**src/rtl/ppu_pkg.sv**
```systemverilog
// Shared PPU types and sizes.
// Tile-map entry layout and VRAM/line-buffer widths.
package ppu_pkg;

    localparam int TILRAM_AW = 10;
    localparam int PATRAM_AW = 12;
    localparam int VRAM_DW   = 64;
    localparam int LB_DW     = 36;

    typedef struct packed {
        logic       vflip;
        logic       hflip;
        logic [3:0] pal;
        logic [9:0] id;
    } tile_entry_t;

    typedef enum logic [1:0] {
        S_IDLE,
        S_ISSUE,
        S_DRAIN,
        S_DONE
    } fetch_state_t;

endpackage

```
**src/rtl/ppu_row_select.sv**
```systemverilog
// Picks one 32-bit pattern row out of a 64-bit word.
// Optionally mirrors it by reversing nibble order.
module ppu_row_select
    import ppu_pkg::*;
(
    input  logic [VRAM_DW-1:0] word,
    input  logic               half,
    input  logic               hflip,
    output logic [31:0]        row
);

    logic [31:0] sel;

    // half select, then nibble reversal for hflip
    always_comb begin
        sel = half ? word[63:32] : word[31:0];
        row = sel;
        if (hflip) begin
            for (int p = 0; p < 8; p++) begin
                row[4*p +: 4] = sel[4*(7-p) +: 4];
            end
        end
    end

endmodule

```
**src/rtl/ppu_bgr_fetch.sv**
```systemverilog
// Background scanline fetcher.
// Tile map read -> pattern read -> line-buffer write, one tile per cycle.
module ppu_bgr_fetch
    import ppu_pkg::*;
#(
    parameter int NUM_TILES = 41,
    parameter int RD_LAT    = 2
) (
    input  logic                 clk,
    input  logic                 rst,
    input  logic                 i_fetch,
    input  logic [7:0]           i_row,
    input  logic [8:0]           i_scroll_x,
    input  logic [8:0]           i_scroll_y,
    output logic                 o_busy,
    output logic                 o_done,
    output logic [2:0]           o_fine_x,
    output logic [TILRAM_AW-1:0] o_tilram_addr_a,
    input  logic [VRAM_DW-1:0]   i_tilram_rddata_a,
    output logic                 o_tilram_wren_a,
    output logic [PATRAM_AW-1:0] o_patram_addr_b,
    input  logic [VRAM_DW-1:0]   i_patram_rddata_b,
    output logic                 o_patram_wren_b,
    output logic                 o_lb_wren,
    output logic [5:0]           o_lb_addr,
    output logic [LB_DW-1:0]     o_lb_data
);

    typedef struct packed {
        logic [5:0] k;
        logic [1:0] sub;
    } a_t;

    typedef struct packed {
        logic [5:0] k;
        logic [3:0] pal;
        logic       hflip;
        logic       half;
    } b_t;

    localparam logic [RD_LAT-1:0] VB_TOP = RD_LAT'(1) << (RD_LAT - 1);

    fetch_state_t state, state_nx;

    logic [5:0]        k;
    logic [5:0]        row_r;
    logic [2:0]        fine_y;
    logic [5:0]        sx_tile;
    logic [8:0]        ysum;
    logic [5:0]        col;
    logic              accept;
    logic              issue;
    logic              last_wr;

    logic [RD_LAT-1:0] va;
    logic [RD_LAT-1:0] vb;
    a_t                pa [RD_LAT];
    b_t                pb [RD_LAT];
    a_t                a_out;
    b_t                b_in;
    b_t                b_out;
    logic              va_out;
    logic              vb_out;
    tile_entry_t       entry;
    logic [2:0]        yp;
    logic [31:0]       row_px;

    assign ysum    = {1'b0, i_row} + i_scroll_y;
    assign col     = sx_tile + k;
    assign accept  = (state == S_IDLE) && i_fetch;
    assign issue   = (state == S_ISSUE);
    assign a_out   = pa[RD_LAT-1];
    assign b_out   = pb[RD_LAT-1];
    assign va_out  = va[RD_LAT-1];
    assign vb_out  = vb[RD_LAT-1];
    assign last_wr = vb_out && (va == '0) && ((vb & ~VB_TOP) == '0);

    assign o_tilram_wren_a = 1'b0;
    assign o_patram_wren_b = 1'b0;
    assign o_tilram_addr_a = {row_r, col[5:2]};
    assign o_busy          = (state == S_ISSUE) || (state == S_DRAIN);
    assign o_done          = (state == S_DONE);

    // state register
    always_ff @(posedge clk or posedge rst) begin
        if (rst) state <= S_IDLE;
        else     state <= state_nx;
    end

    // next-state logic
    always_comb begin
        state_nx = state;
        unique case (state)
            S_IDLE:  if (i_fetch) state_nx = S_ISSUE;
            S_ISSUE: if (k == 6'(NUM_TILES - 1)) state_nx = S_DRAIN;
            S_DRAIN: if (last_wr) state_nx = S_DONE;
            S_DONE:  state_nx = S_IDLE;
            default: state_nx = S_IDLE;
        endcase
    end

    // latch scroll/row at accept and step the tile counter
    always_ff @(posedge clk or posedge rst) begin
        if (rst) begin
            k        <= '0;
            row_r    <= '0;
            fine_y   <= '0;
            sx_tile  <= '0;
            o_fine_x <= '0;
        end else if (accept) begin
            k        <= '0;
            row_r    <= ysum[8:3];
            fine_y   <= ysum[2:0];
            sx_tile  <= i_scroll_x[8:3];
            o_fine_x <= i_scroll_x[2:0];
        end else if (issue) begin
            k <= k + 6'd1;
        end
    end

    // decode the returned tile entry into a pattern request
    always_comb begin
        entry = tile_entry_t'(i_tilram_rddata_a[16*a_out.sub +: 16]);
        yp    = entry.vflip ? ~fine_y : fine_y;
        b_in  = '{k: a_out.k, pal: entry.pal,
                  hflip: entry.hflip, half: yp[0]};
        o_patram_addr_b = va_out ? {entry.id, yp[2:1]} : '0;
    end

    // delay lines matching the two VRAM read latencies
    always_ff @(posedge clk or posedge rst) begin
        if (rst) begin
            va <= '0;
            vb <= '0;
            for (int i = 0; i < RD_LAT; i++) begin
                pa[i] <= '0;
                pb[i] <= '0;
            end
        end else begin
            va[0] <= issue;
            pa[0] <= '{k: k, sub: col[1:0]};
            vb[0] <= va_out;
            pb[0] <= b_in;
            for (int i = 1; i < RD_LAT; i++) begin
                va[i] <= va[i-1];
                pa[i] <= pa[i-1];
                vb[i] <= vb[i-1];
                pb[i] <= pb[i-1];
            end
        end
    end

    ppu_row_select u_row_select (
        .word  (i_patram_rddata_b),
        .half  (b_out.half),
        .hflip (b_out.hflip),
        .row   (row_px)
    );

    // line-buffer write port, zero when not writing
    always_comb begin
        o_lb_wren = vb_out;
        o_lb_addr = vb_out ? b_out.k : '0;
        o_lb_data = vb_out ? {b_out.pal, row_px} : '0;
    end

endmodule

```
**config.mk**
```make
export PLATFORM = sky130hd
export DESIGN_NAME = ppu_bgr_fetch
export DESIGN_NICKNAME = d
export VERILOG_FILES = /design/src/rtl/ppu_pkg.sv /design/src/rtl/ppu_row_select.sv /design/src/rtl/ppu_bgr_fetch.sv
export SDC_FILE = /design/constraint.sdc
export NUM_CORES = 1
export LEC_CHECK = 0
export ABC_AREA = 1
export CORE_MARGIN = 2
export CORE_UTILIZATION = 44
export DETAILED_ROUTE_END_ITERATION = 10
export GPL_TIMING_DRIVEN = 1
export PLACE_DENSITY = 0.88
export SYNTH_ARGS = -nofsm -noshare
export SYNTH_HDL_FRONTEND = slang
export SYNTH_SLANG_ARGS = --single-unit
```
**constraint.sdc**
```tcl
create_clock -name clk -period 3.8 [get_ports clk]
set_input_delay 0.76 -clock clk [delete_from_list [all_inputs] [get_ports clk]]
set_output_delay 0.76 -clock clk [all_outputs]
set_load 0.005 [all_outputs]
```
======== After elaboration in Yosys (flattened, before gate mapping) ========
Index checks and enable logic that the tools add are counted.
word-level totals
  bits in registers ....................... 70
  logic and storage cells ................. 53
operators by class
  $add $sub $neg .......................... 3
  equal/unequal tests ..................... 7
  shift-type cells ........................ 1
  multiplexer cells ....................... 12
  bitwise logic cells ..................... 1
  reductions and logical operators ........ 9
operators with widths
  cell                                                                     number
  32-bit 2-to-1 mux                                                        2
  64-bit by 7-bit variable part select with 16-bit output                  1
  36-bit 2-to-1 mux                                                        1
  6-bit 2-to-1 mux                                                         3
  12-bit 2-to-1 mux                                                        1
  8-bit by 9-bit adder with 9-bit output                                   1
  2-bit case mux with 4 select lines                                       1
  6-bit by 1-bit adder with 6-bit output, second input constant            1
  6-bit adder                                                              1
  6-bit == test, second input constant                                     1
  2-bit zero test                                                          3
  2-bit 2-to-1 mux                                                         3
  2-bit == test, second input constant                                     2
  2-bit inequality test, second input constant                             2
  1-bit logical AND                                                        3
  3-bit 2-to-1 mux                                                         1
  3-bit inverter                                                           1
  3-bit AND reduction                                                      1
  2-bit by 1-bit == test with 1-bit output, second input constant          1
  2-bit by 1-bit inequality test with 1-bit output, second input constant  1
  2-bit nonzero test                                                       1
  1-bit logical OR                                                         1

======== Logic depth before layout (Yosys ltp) ========
Gate-level depths: netlist (run 1).
  word-level depth ........................ 5
  depth in mapped cells ................... 9
  mapped depth without buffers ............ 9

======== By module ========
From an unflattened synthesis (run 1), not the netlist that was laid out.
unflattened totals
  cell total of the unflattened synthesis .. 723
  area total of the unflattened synthesis .. 4,855.9 um2
by module, submodules not included
  module          times used  cells an instance  area each (um2)  sequential area each (um2)
  ppu_bgr_fetch   1           483                3,789.9          1,751.7
  ppu_row_select  1           240                1,066.0          0.0

======== Worst setup path before layout (run 1) ========
OpenSTA, ideal clock, no wires.
  path kind ............................... reg-to-output
  start ................................... reg k[0]
  end ..................................... out o_tilram_addr_a[2]
  data arrival time ....................... 1.403 ns
  path slack .............................. 1.637 ns
  cell stages (with the launch flop) ...... 7
  path buffers ............................ 1
  cell sequence ........................... dfrtp_1 > ha_1 > fa_1 > nand3_1 > nand2_1 > xor2_1 > buf_4
on the way
  word-level cells in the longest chain between the ends .. 1
RTL lines
  item                    line                  text
  start, declared         ppu_bgr_fetch.sv:45   logic [5:0] k;
  start signal, assigned  ppu_bgr_fetch.sv:117  k <= k + 6'd1;
  6-bit adder             ppu_bgr_fetch.sv:69   assign col = sx_tile + k;
  end, declared           ppu_bgr_fetch.sv:18   output logic [TILRAM_AW-1:0] o_tilram_addr_a,
No other way between the ends.

======== Worst setup path in the final report (run 1) ========
  start ................................... reg pb, in the netlist b_out[0]
  end ..................................... out o_lb_data[14]
on the way
  word-level cells in the longest chain between the ends .. 3
RTL lines
  item                             line                  text
  start, declared                  ppu_bgr_fetch.sv:58   b_t pb [RD_LAT];
  start signal, assigned by index  ppu_bgr_fetch.sv:148  pb[i] <= pb[i-1];
  32-bit 2-to-1 mux                ppu_row_select.sv:16  sel = half ? word[63:32] : word[31:0];
  32-bit 2-to-1 mux                ppu_row_select.sv:18  if (hflip) begin
  36-bit 2-to-1 mux                ppu_bgr_fetch.sv:164  o_lb_data = vb_out ? {b_out.pal, row_px} : '0;
  end, declared                    ppu_bgr_fetch.sv:26   output logic [LB_DW-1:0] o_lb_data
No other way between the ends.

==> run summary, run 1 <==
Status: complete, no violations
Max Cap Violations: 0
Most common cell after layout, fill and taps aside: clkdlybuf4s50_1
Final worst-path cycle share: 0.8586
DRT Pass-1 Iters: 5
Boundary pin count: 229
Mapped cell area: 4468 µm²
RSZ-0062 raised after global routing: no
Clock latency reported for the late side of the worst-skew pair: 0.34 ns
Min Tclk post-route: 3.263 ns
First-pass GRT wire length: 22.05 mm
PostCTS Resize Cnt: 0
CTS tree: yes
Critical path data arrival time: 2.50 ns
Initial antenna violation count: 1
Initial DRC count: 269
Critical R2R Capture: k[1]
Post-CTS setup buffer count: 0
CTS buffer count: 9
R2r worst-path depth: 6
DRC violation count after routing: 0
H-tree depth: 3
Starting Density: 0.4550
Fin util: 0.7081
Dpl cells: 891
CTS sink cnt: 70
Worst Setup End Kind: output port
Syn Area/Cell: 8.036 µm²
GPL Wtd Cong: 0.8612
CP startpoint kind: flop
Chip height: 104.8 µm
Cell Pwr Density: 651.1 nW/µm²
Yosys warns: 0
Vias: 4584
Internal reg-to-reg setup slack: 1.84 ns
HP Start: pb[13]
Data required, critical path: 3.04 ns
Fmax: 306.5 MHz
Netlist cell types: 31
Post-CTS Hold Buffers: 0
Worst Clk Skew: 0.01185 ns
Clock Path Buffers: 2
Post-route cell area: 6953 µm²
WL per Instance: 15.59 µm
Slew Limit Fails: 0
Worst-Margin Slew: 0.8500 ns
Vias in the first global route: 4564
CP Max Fanout: 23
FF+latch count, synth: 70
Area Growth Syn to Fin: 55.61%
WHS Path Cells: 0
Design Power: 4.527 mW
Vias per cell: 5.048
Most frequent cells in the layout: clkdlybuf4s50_1 (226), nor2_1 (125), nand2_1 (100), dfrtp_1 (69), o21ai_0 (40)
Port Buffers: 226
Critical path class: reg2out
Post-DP Area: 6744 µm²
Site row count: 36
Peak VDD IR: 0.4468 mV
Total Routed Length: 14.16 mm
Hold path endpoint: b_out[1]
HP Class: reg2reg
Relative slew slack: 0.4334
Leakage power: 3.280 nW
Final ANT Viol Nets: 0
Layout Nets: 948
Core area: 9819 µm²
DIE WIDTH: 104.8 µm
Post-Layout Cell Count: 908
CTS root buf: clkbuf_8
Final Hold Viols: 0
Endpoints failing setup: 0
Die Footprint: 10980 µm²
Largest net degree at the start of global routing: 34
Clock-pin slew of the registers on the worst-case setup and hold paths: 0.08 ns
Global-route usage over all layers: 0.2525
Fraction of layout cells with a size suffix above 1: 0.08527
Setup_tns: 0 ns
Total gr overflow: 0
RR Startpoint: state[0]
Placed wire-length estimate: 10.95 mm
Synth Instances: 556
Register area share after synthesis: 0.3920
[how the worst max path moves through the flow]
stage | from | endpoint | slack (ns) | depth (start not counted)
final | b_out[0] | o_lb_data[14] | 0.54 | 5
after CTS | a_out[1] | o_patram_addr_b[1] | 0.51 | 5
after detailed placement | i_tilram_rddata_a[47] | o_patram_addr_b[1] | 0.77 | 7
after floorplan | rst | a_out[0] | 1.27 | 1
after global routing | a_out[1] | o_patram_addr_b[1] | 0.38 | 6
after global placement | i_tilram_rddata_a[15] | o_patram_addr_b[0] | 0.78 | 7
[synthesized netlist by cell type]
library cell,instances,area [µm²]
nor2_1,125,469.2
buf_6,1,11.26
a21oi_1,21,105.1
o21ai_1,26,130.1
o21ai_0,40,200.2
nand3b_1,2,15.01
or2_2,2,12.51
clkbuf_2,5,25.02
dfrtp_1,70,1752
nor3_1,1,5.000
a211oi_1,1,7.510
a21o_1,1,7.510
clkinv_1,1,3.750
buf_4,7,52.55
xor2_1,6,52.55
o22ai_1,6,37.54
conb_1,1,3.750
clkbuf_1,11,41.29
buf_2,7,35.03
mux2_2,2,22.52
buf_12,3,60.06
xnor2_1,2,17.52
nand3_1,17,85.08
o21ai_2,4,35.03
nand2_1,100,375.4
ha_1,20,250.2
mux2_4,30,450.4
inv_2,1,3.750
fa_1,2,40.04
inv_1,38,142.6
nand4_1,3,18.77
[through the flow]
step | worst slack [ns] | hold WS (ns)
3_3_place_gp | 0.7769 | 0.3316
5_1_grt | 0.3769 | 0.3517
2_1_floorplan | 1.272 | 0.3312
4_1_cts | 0.5089 | 0.3487
3_5_place_dp | 0.7670 | 0.3347
6_report | 0.5374 | 0.3453
[per-layer routing]
| layer | global-route usage | part of all wire | vias to the layer above |
|---|---|---|---|
| met5 | 0 | 0 | - |
| li1 | - | - | 2209 |
| met4 | 0.08762 | 0.022 | 0 |
| met1 | 0.2834 | 0.39 | 2153 |
| met2 | 0.4508 | 0.51 | 199 |
| met3 | 0.07860 | 0.071 | 23 |
[area by class of cell]
class | count | area (µm²)
Antenna cell | 1 | 2.502
Clock buffer | 10 | 137.6
Clock inverter | 6 | 68.82
Fill cell | 760 | 2867
Inverter | 40 | 150.1
Multi-Input combinational cell | 413 | 2345
Sequential cell | 70 | 1753
Tap cell | 133 | 166.4
Timing Repair Buffer | 235 | 2330
[kinds of logic after synthesis]
family / synth area share
flops: 0.3920
compound gates: 0.1171
xor+xnor: 0.01568
fa+ha+maj: 0.06497
buf+inv: 0.08401
simple gates: 0.2195
mux: 0.1059
other cells: 0.0008393
[flip-flops by register name (all words and copies together), names as in the netlist]
| signal | cells |
|---|---|
| va | 2 |
| pb | 12 |
| fine_y | 3 |
| state | 2 |
| sx_tile | 6 |
| b_out | 12 |
| a_out | 8 |
| k | 6 |
| pa | 8 |
| vb | 2 |
| row_r | 6 |
| o_fine_x | 3 |
[critical path, stage by stage, from the launching register on]
cell and delay, ns:
dfrtp_2 0.83, buf_4 0.35, mux2_4 0.33, nor2_1 0.11, nor2_1 0.06, clkdlybuf4s50_1 0.47
[power by group]
part           switching, mW  leakage [nW]  total [mW]  internal (mW)
clock network          0.284         0.103       0.609          0.324
logic                   1.21          2.29        2.59           1.37
registers              0.295         0.884        1.33           1.04
Note: power is estimated with default switching activity, not from simulation.
==> inputs of run 2 (changes only) <==
- CORE_MARGIN: 2 -> 3
- GPL_ROUTABILITY_DRIVEN: default -> 0
==> run 2 against run 1 <==
Compared with the run above:
- clock power fell by 3.8%
- combinational power rose by 2%
- critical path depth did not move
- fmax rose by 0.27%
- die area rose by 3.9%
- clock skew fell by 0.0056 ns
- cell count did not move
- count of clock-buffer cells in the layout rose by 1
- utilization rose by 0.11 points
- largest cell class is now non-clock buffers
==> run summary, run 2 (same netlist as run 1, synthesis figures left out) <==
Ant. Diodes: 0
Final Hold Viols: 0
Sequential share of power: 0.286
Most common cell after layout, fill and taps aside: clkdlybuf4s50_1
Total gr overflow: 0
Worst slack, placed: 0.7011 ns
Critical path data arrival time: 2.49 ns
Total Routed Length: 14.08 mm
Critical Path Start: b_out[0]
Clock latency reported for the late side of the worst-skew pair: 0.33 ns
Worst-Margin Slew: 0.8122 ns
Status: complete, no violations
CTS tree: yes
Internal reg-to-reg setup slack: 1.74 ns
Worst Clk Skew: 0.006209 ns
CTS sink cnt: 70
HP Class: reg2reg
Initial DRC count: 351
Setup_tns: 0 ns
Share of power burned in the clock network: 0.130
CP Max Fanout: 25
PostCTS Resize Cnt: 0
Largest net degree at the start of global routing: 40
Fin util: 0.7092
P_sw: 1.768 mW
Design Power: 4.514 mW
Data required, critical path: 3.04 ns
Endpoints failing setup: 0
Cell Pwr Density: 648.2 nW/µm²
Initial antenna violation count: 0
DRC violation count after routing: 0
Vias: 4556
WL per Instance: 15.51 µm
Max Cap Violations: 0
Site row count: 36
Dpl cells: 892
CTS buffer count: 9
Critical Path Sink: o_lb_data[30]
Starting Density: 0.4550
CP startpoint kind: flop
H-tree depth: 3
Boundary pin count: 229
Fmax: 307.3 MHz
Die Footprint: 11400 µm²
Final ANT Viol Nets: 0
Placed wire-length estimate: 11.20 mm
Layout Nets: 949
Combinational power share: 0.584
Vias in the first global route: 4628
Final worst-path cycle share: 0.8563
Int Power: 2.747 mW
RSZ-0062 raised after global routing: no
Peak VDD IR: 0.6393 mV
Post-Layout Cell Count: 908
CTS root buf: clkbuf_8
Leakage power: 3.282 nW
Fraction of layout cells with a size suffix above 1: 0.08516
Vias per cell: 5.018
Core area: 9819 µm²
Chip height: 106.8 µm
Worst Setup End Kind: output port
DIE WIDTH: 106.8 µm
Clock-pin slew of the registers on the worst-case setup and hold paths: 0.07 ns
Clock Path Buffers: 2
Switch share: 0.3916
RR Startpoint: state[1]
Global-route usage over all layers: 0.2394
Min Tclk post-route: 3.254 ns
DRT Pass-1 Iters: 5
Port Buffers: 226
Relative slew slack: 0.4578
Fillcell total: 747
Critical path class: reg2out
Area Growth Syn to Fin: 55.87%
Post-CTS setup buffer count: 0
Slew Limit Fails: 0
First-pass GRT wire length: 21.98 mm
Most frequent cells in the layout: clkdlybuf4s50_1 (226), nor2_1 (125), nand2_1 (100), dfrtp_1 (69), o21ai_0 (40)
Critical R2R Capture: k[1]
Post-CTS Hold Buffers: 0
R2r worst-path depth: 6
Fin worst setup slack: 0.5461 ns
-- run 2: cell count changes in the layout (fill, tap and decap cells not counted) --
cell / previous run / this run
diode_2: 1 / 0
clkbuf_1: 0 / 1
inv_6: 1 / 0
clkinv_4: 2 / 1
clkinvlp_4: 1 / 2
buf_12: 0 / 1
-- run 2: critical path, stage by stage (launching register included) --
cell and delay [ns]:
dfrtp_2 0.86, buf_4 0.33, mux2_4 0.32, o21ai_1 0.14
nor2_1 0.05, clkdlybuf4s50_1 0.44
-- run 2: power groups by stage --
stage          Sequential (mW)  Clock (mW)  Combinational (mW)
2_1_floorplan             1.18           0                1.64
3_3_place_gp              1.29           0                2.53
3_5_place_dp              1.31           0                2.62
4_1_cts                   1.29       0.599                2.64
5_1_grt                   1.33       0.641                2.90
6_report                  1.29       0.586                2.64
-- run 2: final cells by class --
cell class | instances | area (µm²) | area share
multi-input combinational | 413 | 2345 | 0.3367
inverter | 40 | 150.1 | 0.02156
timing repair buffer | 236 | 2350 | 0.3374
sequential | 70 | 1753 | 0.2517
clock buffer | 11 | 141.4 | 0.02030
tap | 133 | 166.4 | 0.02390
clock inverter | 5 | 58.81 | 0.008444
-- run 2: worst min-delay path by stage --
stage | from | endpoint | depth (start not counted)
after detailed placement | pb[23] | b_out[11] | 0
final | pa[15] | a_out[7] | 0
after CTS | pa[15] | a_out[7] | 0
after global placement | a_out[5] | pb[21] | 0
after floorplan | pa[8] | a_out[0] | 0
after global routing | pb[23] | b_out[11] | 0
-- run 2: stage by stage --
step                      area, µm²  hold WS (ns)
after detailed placement       6764        0.3347
after global routing           6964        0.3537
final                          6964        0.3460
after CTS                      6964        0.3441
after global placement         6764        0.3321
after floorplan                4472        0.3312
-- run 2: routing by layer --
layer / track usage / vias up / part of all wire
met5: 0 / - / 0
met4: 0.05662 / 0 / 0.019
met3: 0.08248 / 24 / 0.085
met2: 0.4330 / 195 / 0.52
met1: 0.2709 / 2125 / 0.38
li1: - / 2212 / -
